--- src/rtl/sync_fifo_prog.sv ---
// rtl/sync_fifo_prog.sv - synchronous FIFO with programmable levels, FWFT option, sticky errors; optional SYNC_FIFO_PROG_PEAK_EN high-watermark
module sync_fifo_prog #(
  parameter int WIDTH = 32,
  parameter int DEPTH = 32,
  parameter int FWFT  = 0,
  parameter int CW    = $clog2(DEPTH + 1)
) (
  input  logic             clk,
  input  logic             rst,
  input  logic             wr_en,
  input  logic [WIDTH-1:0] din,
  input  logic             rd_en,
  output logic [WIDTH-1:0] dout,
  output logic             dout_valid,
  input  logic [CW-1:0]    af_level,
  input  logic [CW-1:0]    ae_level,
  output logic [CW-1:0]    count,
  output logic             full,
  output logic             empty,
  output logic             almost_full,
  output logic             almost_empty,
  output logic             overflow,
  output logic             underflow,
  input  logic             err_clr
`ifdef SYNC_FIFO_PROG_PEAK_EN
  ,
  output logic [CW-1:0]    peak_count
`endif
);

  localparam int AW = $clog2(DEPTH);

  logic [WIDTH-1:0] mem [DEPTH];
  logic [AW-1:0]    wr_ptr;
  logic [AW-1:0]    rd_ptr;
  logic             wr_acc;
  logic             rd_acc;
  logic [CW-1:0]    count_nx;

  assign full         = (count == CW'(DEPTH));
  assign empty        = (count == '0);
  assign almost_full  = (count >= af_level);
  assign almost_empty = (count <= ae_level);
  assign wr_acc       = wr_en && !full;
  assign rd_acc       = rd_en && !empty;

  // Occupancy after this edge: simultaneous accepted read and write cancel out
  always_comb begin
    count_nx = count;
    if (wr_acc && !rd_acc) begin
      count_nx = count + CW'(1);
    end else if (rd_acc && !wr_acc) begin
      count_nx = count - CW'(1);
    end
  end

  // Pointers and occupancy counter; pointers wrap naturally at DEPTH
  always_ff @(posedge clk) begin
    if (rst) begin
      wr_ptr <= '0;
      rd_ptr <= '0;
      count  <= '0;
    end else begin
      if (wr_acc) wr_ptr <= wr_ptr + AW'(1);
      if (rd_acc) rd_ptr <= rd_ptr + AW'(1);
      count <= count_nx;
    end
  end

  // Storage array, intentionally not reset
  always_ff @(posedge clk) begin
    if (!rst && wr_acc) begin
      mem[wr_ptr] <= din;
    end
  end

  // Sticky error flags; a fresh error takes priority over the clear
  always_ff @(posedge clk) begin
    if (rst) begin
      overflow  <= 1'b0;
      underflow <= 1'b0;
    end else begin
      if (wr_en && full)       overflow <= 1'b1;
      else if (err_clr)        overflow <= 1'b0;
      if (rd_en && empty)      underflow <= 1'b1;
      else if (err_clr)        underflow <= 1'b0;
    end
  end

  generate
    if (FWFT != 0) begin : g_fwft
      assign dout       = mem[rd_ptr];
      assign dout_valid = !empty;
    end else begin : g_std
      // Registered read port: word and its valid strobe appear the cycle after the pop
      always_ff @(posedge clk) begin
        if (rst) begin
          dout       <= '0;
          dout_valid <= 1'b0;
        end else begin
          dout_valid <= rd_acc;
          if (rd_acc) dout <= mem[rd_ptr];
        end
      end
    end
  endgenerate

`ifdef SYNC_FIFO_PROG_PEAK_EN
  // High-watermark of occupancy; a new peak in the clearing cycle is still captured
  always_ff @(posedge clk) begin
    if (rst) begin
      peak_count <= '0;
    end else if (count_nx > peak_count) begin
      peak_count <= count_nx;
    end else if (err_clr) begin
      peak_count <= '0;
    end
  end
`endif

endmodule

--- config.mk ---
export PLATFORM = sky130hd
export DESIGN_NAME = sync_fifo_prog
export DESIGN_NICKNAME = d
export VERILOG_FILES = /design/src/rtl/sync_fifo_prog.sv
export SDC_FILE = /design/constraint.sdc
export NUM_CORES = 1
export LEC_CHECK = 0
export CORE_ASPECT_RATIO = 0.6
export CORE_MARGIN = 2
export CORE_UTILIZATION = 47
export CTS_CLUSTER_SIZE = 8
export DETAILED_ROUTE_END_ITERATION = 10
export GPL_TIMING_DRIVEN = 1
export SLEW_MARGIN = 20
export SYNTH_ARGS = -nofsm -noshare
export SYNTH_HDL_FRONTEND = slang
export SYNTH_SLANG_ARGS = --single-unit
--- constraint.sdc ---
create_clock -name clk -period 7.6 [get_ports clk]
set_input_delay 0.76 -clock clk [delete_from_list [all_inputs] [get_ports clk]]
set_output_delay 0.76 -clock clk [all_outputs]
set_load 0.03 [all_outputs]
==> impl_results.md, run 1 <==
- WHS Path Cells: 1
- Final setup TNS: 0 ns
- Slew margin rel.: 22.65%
- Core ar.: 86090 µm²
- Number of remaining DRC errors: 0
- Post-synth EDFFs: approximately 1000
- Num rows: 83
- Setup violations, final: 0
- RePlAce Congestion: around 0.87
- Total CTS buffers: around 150
- Vias in the first global route: slightly above 20000
- FF-to-FF path depth: 6
- Routed wire length: ~110000 µm
- Initial antenna violation count: 4
- Worst endpoint data arrival time: between 3 and 4 ns
- Area grow syn2layout: 17.25%
- VDD IR max: roughly 230 µV
- Ys Warns: 0
- WL/cell: 31.26 µm
- Mapped cell area: 41120 µm²
- Clock latency on the worst-skew pair: roughly 0.75 ns
- Drt pass-1 iters: 5
- Initial Utilization: 47.76%
- CP max FO: 9
- CP startpoint kind: flip-flop
- Dpl cells: ~3200
- Overflow after GRT: 0
- Post-synth cell types: 46
- Status: completed
- Fin. max-slew vios: 0
- DRT iter0 DRCs: around 2900
- Worst Max-Slew Pin Slew: between 1 and 1.5 ns
- Final nets: 2306
- Via count: between 20000 and 25000
- Total track usage: about a quarter
- Clock-pin transition on the worst setup and hold timing paths: 0.05 ns
- Final Hold Viols: 0
- Net count after synthesis: 2120
- Fin crit share: about 52%
- Max Fclk: about 0.25 GHz
- Count of mapped cells out of synthesis: just over 2000
- Resized Gates After CTS: 0
- Routed Antenna Nets: 0
- CTS tree: built
- Ys flop type: edfxtp_1
- I/O pins: 94
- LEAKAGE: between 10 and 15 nW
- Clock sinks: between 1000 and 1500
- Unrepaired setup endpoints after global routing: no
- Die Height: approximately 230 µm
- Worst min path class: reg2reg
- Maximum number of pins on one net before global-route repair: between 100 and 150
- Post-synthesis sequential area ratio: roughly 77%
- Post-route insts no fill: roughly 3500
- Synth Register Bits: about 1100
- Diode count: 0
- Root buf cell: clkbuf_16
- Buffers on Ports: between 90 and 100
- Htree depth: 4
- Share of layout cells above drive strength 1: between 10% and 20%
- First-pass GRT wire length: around 150000 µm
- CP Capture Type: output port
- Critical path required time: 6.84 ns
- MaxCap Viol Count: 0
- Clock Skews: just over 0.03 ns
- Crit path kind: reg2out
- Post-DR vias/cell: between 6 and 7
- Cts hold-fix bufs: 0
- Dpl hpwl: ~66000 µm
- Mean Syn Cell Area: 20.08 µm²
- Async S/R FF share, synth: 0%
- PD cells: around 320 nW/µm²
- Die area: 89950 µm²
- Most frequent cells in the layout: 1024 x edfxtp_1, 194 x mux2i_1, 160 x mux4_2
- Clock buffer depth: 3
- Commonest non-fill, non-tap cell in the layout: edfxtp_1
- Setup Fix Bufs, Post-CTS: 0
- Final min period: 3.933 ns
- Die X: 385.9 µm
- Fillers: between 6000 and 7000
==> metal layers <==
metal	vias to the layer above	GRT usage, %	routed length [µm]	part of all wire (%)
met5	-	1.144	146	0.14
met4	4	7.332	2234	2.1
met3	145	7.494	12140	11
met2	1072	32.35	44820	41
met1	11165	38.47	48680	45
li1	8860	-	-	-
==> cell type report <==
type,instances,area (µm²),share of cell area (%)
well taps,1147,1435,2.977
flip-flops and latches,1075,31790,65.93
clock buffers,214,4058,8.416
multi-input cells,837,8972,18.61
inverters,17,63.81,0.1324
repair buffers,151,1662,3.446
clock inverters,15,236.5,0.4905
==> synth_stat cells (2+ instances only) <==
cell type,count,area (µm²)
xnor2_1,6,52.55
nor2_1,119,446.7
mux4_2,160,3603
buf_6,12,135.1
a21oi_1,10,50.05
buf_2,39,195.2
nor2b_1,8,50.05
o21a_1,2,15.01
or3b_2,2,17.52
a21o_1,5,37.54
a32o_1,32,320.3
nor4_1,2,12.51
buf_4,4,30.03
xor2_1,7,61.31
nand2_1,47,176.4
or3_1,2,12.51
nand4_1,5,31.28
a211oi_1,31,232.7
buf_1,9,33.78
dfxtp_1,51,1021
nand3b_1,4,30.03
o21ai_0,3,15.01
inv_1,16,60.06
nand3_1,2,10.01
ha_1,22,275.3
o22ai_1,64,400.4
o2111ai_1,31,271.5
edfxtp_1,1024,30750
clkbuf_1,55,206.5
a22oi_1,64,480.5
mux2i_1,194,1942
nor3_1,2,10.01
==> power by group <==
part | internal (W) | switching [W] | leakage, nW
Clock | 0.00371 | 0.00242 | 2.06
Sequential | 0.00662 | 0.000168 | 9.63
Combinational | 0.00114 | 0.00161 | 3.18
Total | 0.0115 | 0.00421 | 14.9
==> logic make-up after synthesis <==
kind of cell    Yosys count  synth area share, %
flops                  1075                77.27
mux                     354                13.49
compound gates          248                4.586
fa+ha+maj                23               0.7181
xor+xnor                 13               0.2769
simple gates            199                2.051
buf+inv                 136                1.616
==> state kept, by name (all words and copies together), names as in the netlist <==
register	cells
count	6
dout	32
dout_valid	1
mem	1024
overflow	1
rd_ptr	5
underflow	1
wr_ptr	5
==> stage by stage <==
step	hold slack, ns	setup slack, ns	instance area [µm²]	util (%)	power [W]
3_3_place_gp	0.4790	3.315	43390	50.40	0.009631
2_1_floorplan	0.5540	4.232	41120	-	0.008671
5_1_grt	0.5167	3.478	48210	56.00	0.01617
3_5_place_dp	0.4756	3.445	43600	50.64	0.009652
4_1_cts	0.4871	3.607	47890	55.63	0.01576
6_report	0.4871	3.667	48210	56.00	0.01567
==> critical path: stages (launching register included) <==
cell and delay, ns:
dfxtp_1 0.61, inv_1 0.13, ha_1 0.29, nand2b_1 0.15, a21o_1 0.18, a21o_1 0.17
a21oi_1 0.19, o21ai_0 0.12, clkdlybuf4s50_1 0.60
==> path summary, 6_finish.rpt <==
kind	start	endpoint	slack, ns
worst min register to register	dout[24]	dout[24]	0.49
worst max-delay path	count[0]	almost_full	3.67
worst min-delay path	dout[24]	dout[24]	0.49
worst max register to register	rd_ptr[0]	dout[16]	3.83
No activity file was read; power rests on OpenSTA's default activity.
==> inputs of run 2 (changes only) <==
--- a/config.mk
+++ b/config.mk
@@ -11,6 +11,7 @@
 export CTS_CLUSTER_SIZE = 8
 export DETAILED_ROUTE_END_ITERATION = 10
 export GPL_TIMING_DRIVEN = 1
+export PLACE_DENSITY = 0.66
 export SLEW_MARGIN = 20
 export SYNTH_ARGS = -nofsm -noshare
 export SYNTH_HDL_FRONTEND = slang
==> constraint.sdc (replaced) <==
create_clock -name clk -period 3.6 [get_ports clk]
set_input_delay 0.36 -clock clk [delete_from_list [all_inputs] [get_ports clk]]
set_output_delay 0.36 -clock clk [all_outputs]
set_load 0.03 [all_outputs]
==> impl_results.md, run 2 (synthesized netlist as in run 1, its figures left out) <==
- CP max FO: 7 (-2)
- Unrepaired setup endpoints after global routing: no
- Commonest non-fill, non-tap cell in the layout: edfxtp_1
- CP top delay family: simple AND/OR/NAND/NOR gates
- Slowest CP cell: or4_4
- Slew margin rel.: 28.67% (+6.0 points)
- Total CTS buffers: 152 (unchanged)
- Die X: 385.9 µm (unchanged)
- Area grow syn2layout: 18.23%
- Max Fclk: 0.2995 GHz
- Maximum number of pins on one net before global-route repair: 51 (-57%)
- Core ar.: 86090 µm² (unchanged)
- Total track usage: 23.65% (-0.83 points)
- Worst endpoint data arrival time: 3.94 ns (+0.77 ns)
- Most used cell, CP: ha_1
- Clock buffer depth: 3 (unchanged)
- Number of remaining DRC errors: 0 (unchanged)
- Crit path kind: reg2reg
- Num rows: 83 (unchanged)
- Clock sinks: 1075 (unchanged)
- Top Registers: mem (1024), dout (32), count (6)
- Dpl cells: 3296 (+2.6%)
- Htree depth: 4 (unchanged)
- Final min period: around 3.3 ns
- Fin crit share: around 90%
- Worst Max-Slew Pin Slew: 1.067 ns (-0.09093 ns)
- Final setup TNS: 0 ns (unchanged)
- Final nets: 2375 (+3.0%)
- Root buf cell: clkbuf_16
- Routed Antenna Nets: 0 (unchanged)
- Finished Cell Area: 48610 µm² (+0.83%)
- Worst min path class: in2reg
- Die area: 89950 µm² (unchanged)
- Max reg flops: 1024 (unchanged)
- Crit path largest cell delay: 0.57 ns (-0.04 ns)
- CP startpoint kind: flip-flop
- Drt pass-1 iters: 5 (unchanged)
- Clock Skews: 0.02026 ns (-0.01027 ns)
- RePlAce Congestion: 0.8266 (-5.4%)
- MaxCap Viol Count: 0 (unchanged)
- Total Power: 0.03308 W (+110%)
- Clock-pin transition on the worst setup and hold timing paths: 0.05 ns (about the same)
- Initial Utilization: 47.76% (unchanged)
- Fin. max-slew vios: 0 (unchanged)
- Most frequent cells in the layout: 1024 x edfxtp_1, 194 x mux2i_1, 160 x mux4_2
- R2R setup slack: 0.26 ns (-3.57 ns)
- I/O pins: 94 (unchanged)
- Dpl hpwl: 61060 µm (-7.4%)
- VDD IR max: 583.8 µV (+160%)
- Post-DR vias/cell: 6.117 (-0.50%)
- LEAKAGE: 15.19 nW (+2.2%)
- Placed Area: 44420 µm² (+1.9%)
- Final Hold Viols: 0 (unchanged)
- Overflow after GRT: 0 (unchanged)
- CP Capture Type: flip-flop
- Critical Path, Cell by Cell: or4_4 -> o31a_4 -> inv_2 -> ha_1 -> inv_1 -> ha_1 -> or4_1 -> a311o_1 -> o311ai_0 -> xnor2_1 -> nor2_1
- Setup violations, final: 0 (unchanged)
- Largest reg by FF count: mem
- PD cells: 680.5 nW/µm² (+110%)
- Clock latency on the worst-skew pair: 0.72 ns (-0.03 ns)
- Critical path required time: 4.20 ns (-2.64 ns)
- Post-route insts no fill: 3536 (+2.3%)
- CTS tree: built
- Setup Fix Bufs, Post-CTS: 0 (unchanged)
- DRT iter0 DRCs: 2586 (-11%)
- Die Height: 233.1 µm (unchanged)
- First-pass GRT wire length: 151500 µm (-0.97%)
- Vias in the first global route: 21593 (+4.2%)
- Initial antenna violation count: 3 (-1)
- Via count: 21629 (+1.8%)
- Buffers on Ports: 93 (unchanged)
- Status: completed
- WP buf/inv: 2 (unchanged)
- WL/cell: 29.41 µm (-5.9%)
- Share of layout cells above drive strength 1: 21.98% (+2.4 points)
- Routed wire length: 104000 µm (-3.7%)
- Diode count: 0 (unchanged)
run 2: final timing paths:
check / endpoint / cells after the start / from
setup / recovery: count[5] / 11 / count[2]
hold / removal: mem[5][30] / 1 / din[30]
setup reg to reg: count[5] / 11 / count[2]
hold reg to reg: dout[13] / 1 / dout[13]
run 2: worst reg2reg max path: cells and delay by family (launching register included):
family,cells,cell delay (ns)
xor gates and xnor gates,1,0.18
AOI/OAI and AO/OA,3,0.78
and+or+nand+nor,3,1.16
buffers and inverters,2,0.25
DFF,1,0.37
adders and majority gates,2,0.48
run 2: report_power, final:
| group | switching, W | total (W) | internal [W] |
|---|---|---|---|
| combinational | 0.00324 | 0.00591 | 0.00267 |
| sequential | 0.000336 | 0.0143 | 0.0140 |
| clock | 0.00510 | 0.0129 | 0.00776 |
| total | 0.00868 | 0.0331 | 0.0244 |
run 2: area by class of cell:
type                    instances  area [µm²]
fillers                      6300       37480
inverters                      17       63.81
clock buffers                 224        4074
well taps                    1147        1435
clock inverters                16       214.0
repair buffers                220        2067
multi-input cells             837        8972
flip-flops and latches       1075       31790
run 2: layer usage:
metal	up-vias	part of all wire (%)	track usage, %
li1	8994	-	-
met1	11405	45	36.18
met2	1067	44	34.21
met3	157	9.0	5.122
met4	6	2.1	6.797
met5	-	0.030	0
run 2: stage by stage:
stage / util (%) / setup slack (ns) / hold WS (ns)
after floorplan: - / 0.2317 / 0.4589
after global placement: 51.61 / 0.2576 / 0.4567
after detailed placement: 51.60 / 0.3218 / 0.4548
after CTS: 56.58 / 0.1264 / 0.2322
after global routing: 56.47 / 0.1267 / 0.1767
final: 56.47 / 0.2608 / 0.1552
run 2: repair_timing:
item / in CTS / in global routing
setup endpoints to repair: 0 / 1
hold buffers: 0 / 0
gates resized for setup: 0 / 1
==> inputs of run 3 (changes only) <==
--- a/config.mk
+++ b/config.mk
@@ -6,7 +6,7 @@
 export NUM_CORES = 1
 export LEC_CHECK = 0
 export CORE_ASPECT_RATIO = 0.6
-export CORE_MARGIN = 2
+export CORE_MARGIN = 10
 export CORE_UTILIZATION = 47
 export CTS_CLUSTER_SIZE = 8
 export DETAILED_ROUTE_END_ITERATION = 10
==> impl_results.md, run 3 (synthesized netlist as in run 1, its figures left out) <==
- Clock sinks: 1075 (unchanged)
- CP Capture Type: output port
- Total CTS buffers: 152 (unchanged)
- Most used cell, CP: a21o_1
- Fin. max-slew vios: 0 (unchanged)
- Root buf cell: clkbuf_16
- Dpl hpwl: 57590 µm (-5.7%)
- Commonest non-fill, non-tap cell in the layout: edfxtp_1
- Share of layout cells above drive strength 1: 20.32% (-1.7 points)
- Maximum number of pins on one net before global-route repair: 59 (+16%)
- Routed wire length: 103800 µm (-0.24%)
- Via count: 21366 (-1.2%)
- Final WS setup: 0.1491 ns (-0.1117 ns)
- MaxCap Viol Count: 0 (unchanged)
- Routed Antenna Nets: 0 (unchanged)
- PD cells: 679.6 nW/µm² (-0.13%)
- Critical path required time: 3.24 ns (-0.96 ns)
- Crit path kind: reg2out
- Final setup TNS: 0 ns (unchanged)
- Slowest CP cell: clkdlybuf4s50_1
- Slew margin rel.: 26.33% (-2.3 points)
- Post-DR vias/cell: 6.112 (about the same)
- VDD IR max: 451.6 µV (-23%)
- RePlAce Congestion: 0.8116 (-1.8%)
- Multi-input gate area: 8972 µm² (unchanged)
- Num rows: 83 (unchanged)
- Worst endpoint data arrival time: 3.09 ns (-0.85 ns)
- Htree depth: 4 (unchanged)
- Fin crit share: 95.86% (+3.1 points)
- Total track usage: 20.51% (-3.1 points)
- Max Used Layer: met5
- Max Fclk: 0.2898 GHz (-3.2%)
- CP top delay family: buffers and inverters
- CTS tree: built
- Reg area: 31790 µm² (about the same)
- Max reg flops: 1024 (unchanged)
- Area grow syn2layout: 17.86%
- LEAKAGE: 15.01 nW (-1.2%)
- Cts hold-fix bufs: 0 (unchanged)
- Top Registers: mem (1024), dout (32), count (6)
- Fillers: 6238 (-0.98%)
- Number of remaining DRC errors: 0 (unchanged)
- Buffers on Ports: 93 (unchanged)
- Die Height: 249.1 µm (+6.9%)
- Clock Skews: 0.02102 ns (+0.0007684 ns)
- Crit path largest cell delay: 0.61 ns (+0.04 ns)
- Worst min path class: in2reg
- Clock buffer depth: 3 (unchanged)
- WL/cell: 29.68 µm (+0.90%)
- DRT iter0 DRCs: 2289 (-11%)
- Met1 Wirelength: 45750 µm (-1.2%)
- Pre-CTS setup slack: 0.2504 ns (-0.07143 ns)
- Setup violations, final: 0 (unchanged)
- Metal2 WL: 46050 µm (-0.13%)
- Core ar.: 86090 µm² (unchanged)
- Worst Max-Slew Pin Slew: 1.102 ns (+0.03508 ns)
- CP max FO: 9 (+2)
- Final min period: 3.451 ns (+0.1117 ns)
- Final nets: 2329 (-1.9%)
- WP buf/inv: 2 (unchanged)
- Clock-pin transition on the worst setup and hold timing paths: 0.05 ns (about the same)
- Largest reg by FF count: mem
- Die area: 100100 µm² (+11%)
- Initial Utilization: 47.76% (unchanged)
- Status: completed
- Unrepaired setup endpoints after global routing: no
- CP startpoint kind: flip-flop
- Setup Fix Bufs, Post-CTS: 0 (unchanged)
- Clock latency on the worst-skew pair: 0.73 ns (about the same)
- Final Hold Viols: 0 (unchanged)
- Most frequent cells in the layout: 1024 x edfxtp_1, 194 x mux2i_1, 160 x mux4_2
- Critical Path, Cell by Cell: inv_1 -> ha_1 -> nand2b_1 -> a21o_1 -> a21o_1 -> a21oi_1 -> o21ai_0 -> clkdlybuf4s50_1
- First-pass GRT wire length: 151000 µm (-0.31%)
- Resized Gates After CTS: 0 (unchanged)
- Met3 WL: 9638 µm (+2.9%)
- Initial antenna violation count: 1 (-2)
- Overflow after GRT: 0 (unchanged)
- Vias in the first global route: 21536 (-0.26%)
- Die X: 401.9 µm (+4.1%)
- I/O pins: 94 (unchanged)
- Drt pass-1 iters: 5 (unchanged)
- Final worst hold slack: 0.1628 ns (+0.007615 ns)
-- run 3: cell count changes in the layout (fill, tap and decap cells not counted), sizes merged --
| cell | delta |
|---|---|
| diode | +1 |
| clkbuf | +11 |
| inv | -2 |
| clkinv | -4 |
| buf | -45 |
| clkdlybuf4s50 | -1 |
-- run 3: path summary, 6_finish.rpt --
| kind | end | startpoint | depth (start not counted) | slack [ns] |
|---|---|---|---|---|
| setup / recovery | almost_full | count[0] | 8 | 0.15 |
| hold / removal | mem[16][14] | din[14] | 1 | 0.16 |
| setup reg to reg | count[5] | count[2] | 11 | 0.16 |
| hold reg to reg | dout[12] | dout[12] | 1 | 0.47 |
-- run 3: worst register-to-register path, stage by stage (launching register included) --
cell and delay, ns:
dfxtp_1 0.38, or4_4 0.57, o31a_4 0.34, inv_2 0.11
ha_1 0.26, inv_1 0.16, ha_1 0.25, or4_1 0.54
a311o_1 0.29, o311ai_0 0.16, xnor2_1 0.19, nor2_1 0.06
-- run 3: area by class of cell --
| cell class | count | area share [%] |
|---|---|---|
| clock inverters | 10 | 0.2246 |
| well taps | 1147 | 2.961 |
| flip-flops and latches | 1075 | 65.59 |
| multi-input cells | 837 | 18.51 |
| inverters | 17 | 0.1317 |
| repair buffers | 174 | 3.904 |
| clock buffers | 235 | 8.667 |
| diodes | 1 | 0.005164 |
-- run 3: where the power goes --
group / internal [W] / switching, W / total, W
logic: 0.00255 / 0.00318 / 0.00573
registers: 0.0140 / 0.000308 / 0.0143
clock network: 0.00791 / 0.00501 / 0.0129
total: 0.0244 / 0.00850 / 0.0329
-- run 3: per-layer routing --
layer	track usage [%]	vias to the layer above
met4	6.118	2
met1	29.96	11256
met5	0	-
met2	30.01	1048
met3	5.500	154
li1	-	8906
-- run 3: through the flow --
stage | area [µm²] | total power [W] | utilization (%) | std cells
after floorplan | 41120 | 0.01830 | - | 2048
after global placement | 44260 | 0.02020 | 51.41 | 3250
after detailed placement | 44260 | 0.02028 | 51.41 | 3250
after CTS | 48570 | 0.03319 | 56.41 | 3495
after global routing | 48460 | 0.03406 | 56.29 | 3495
final | 48460 | 0.03293 | 56.29 | 3496
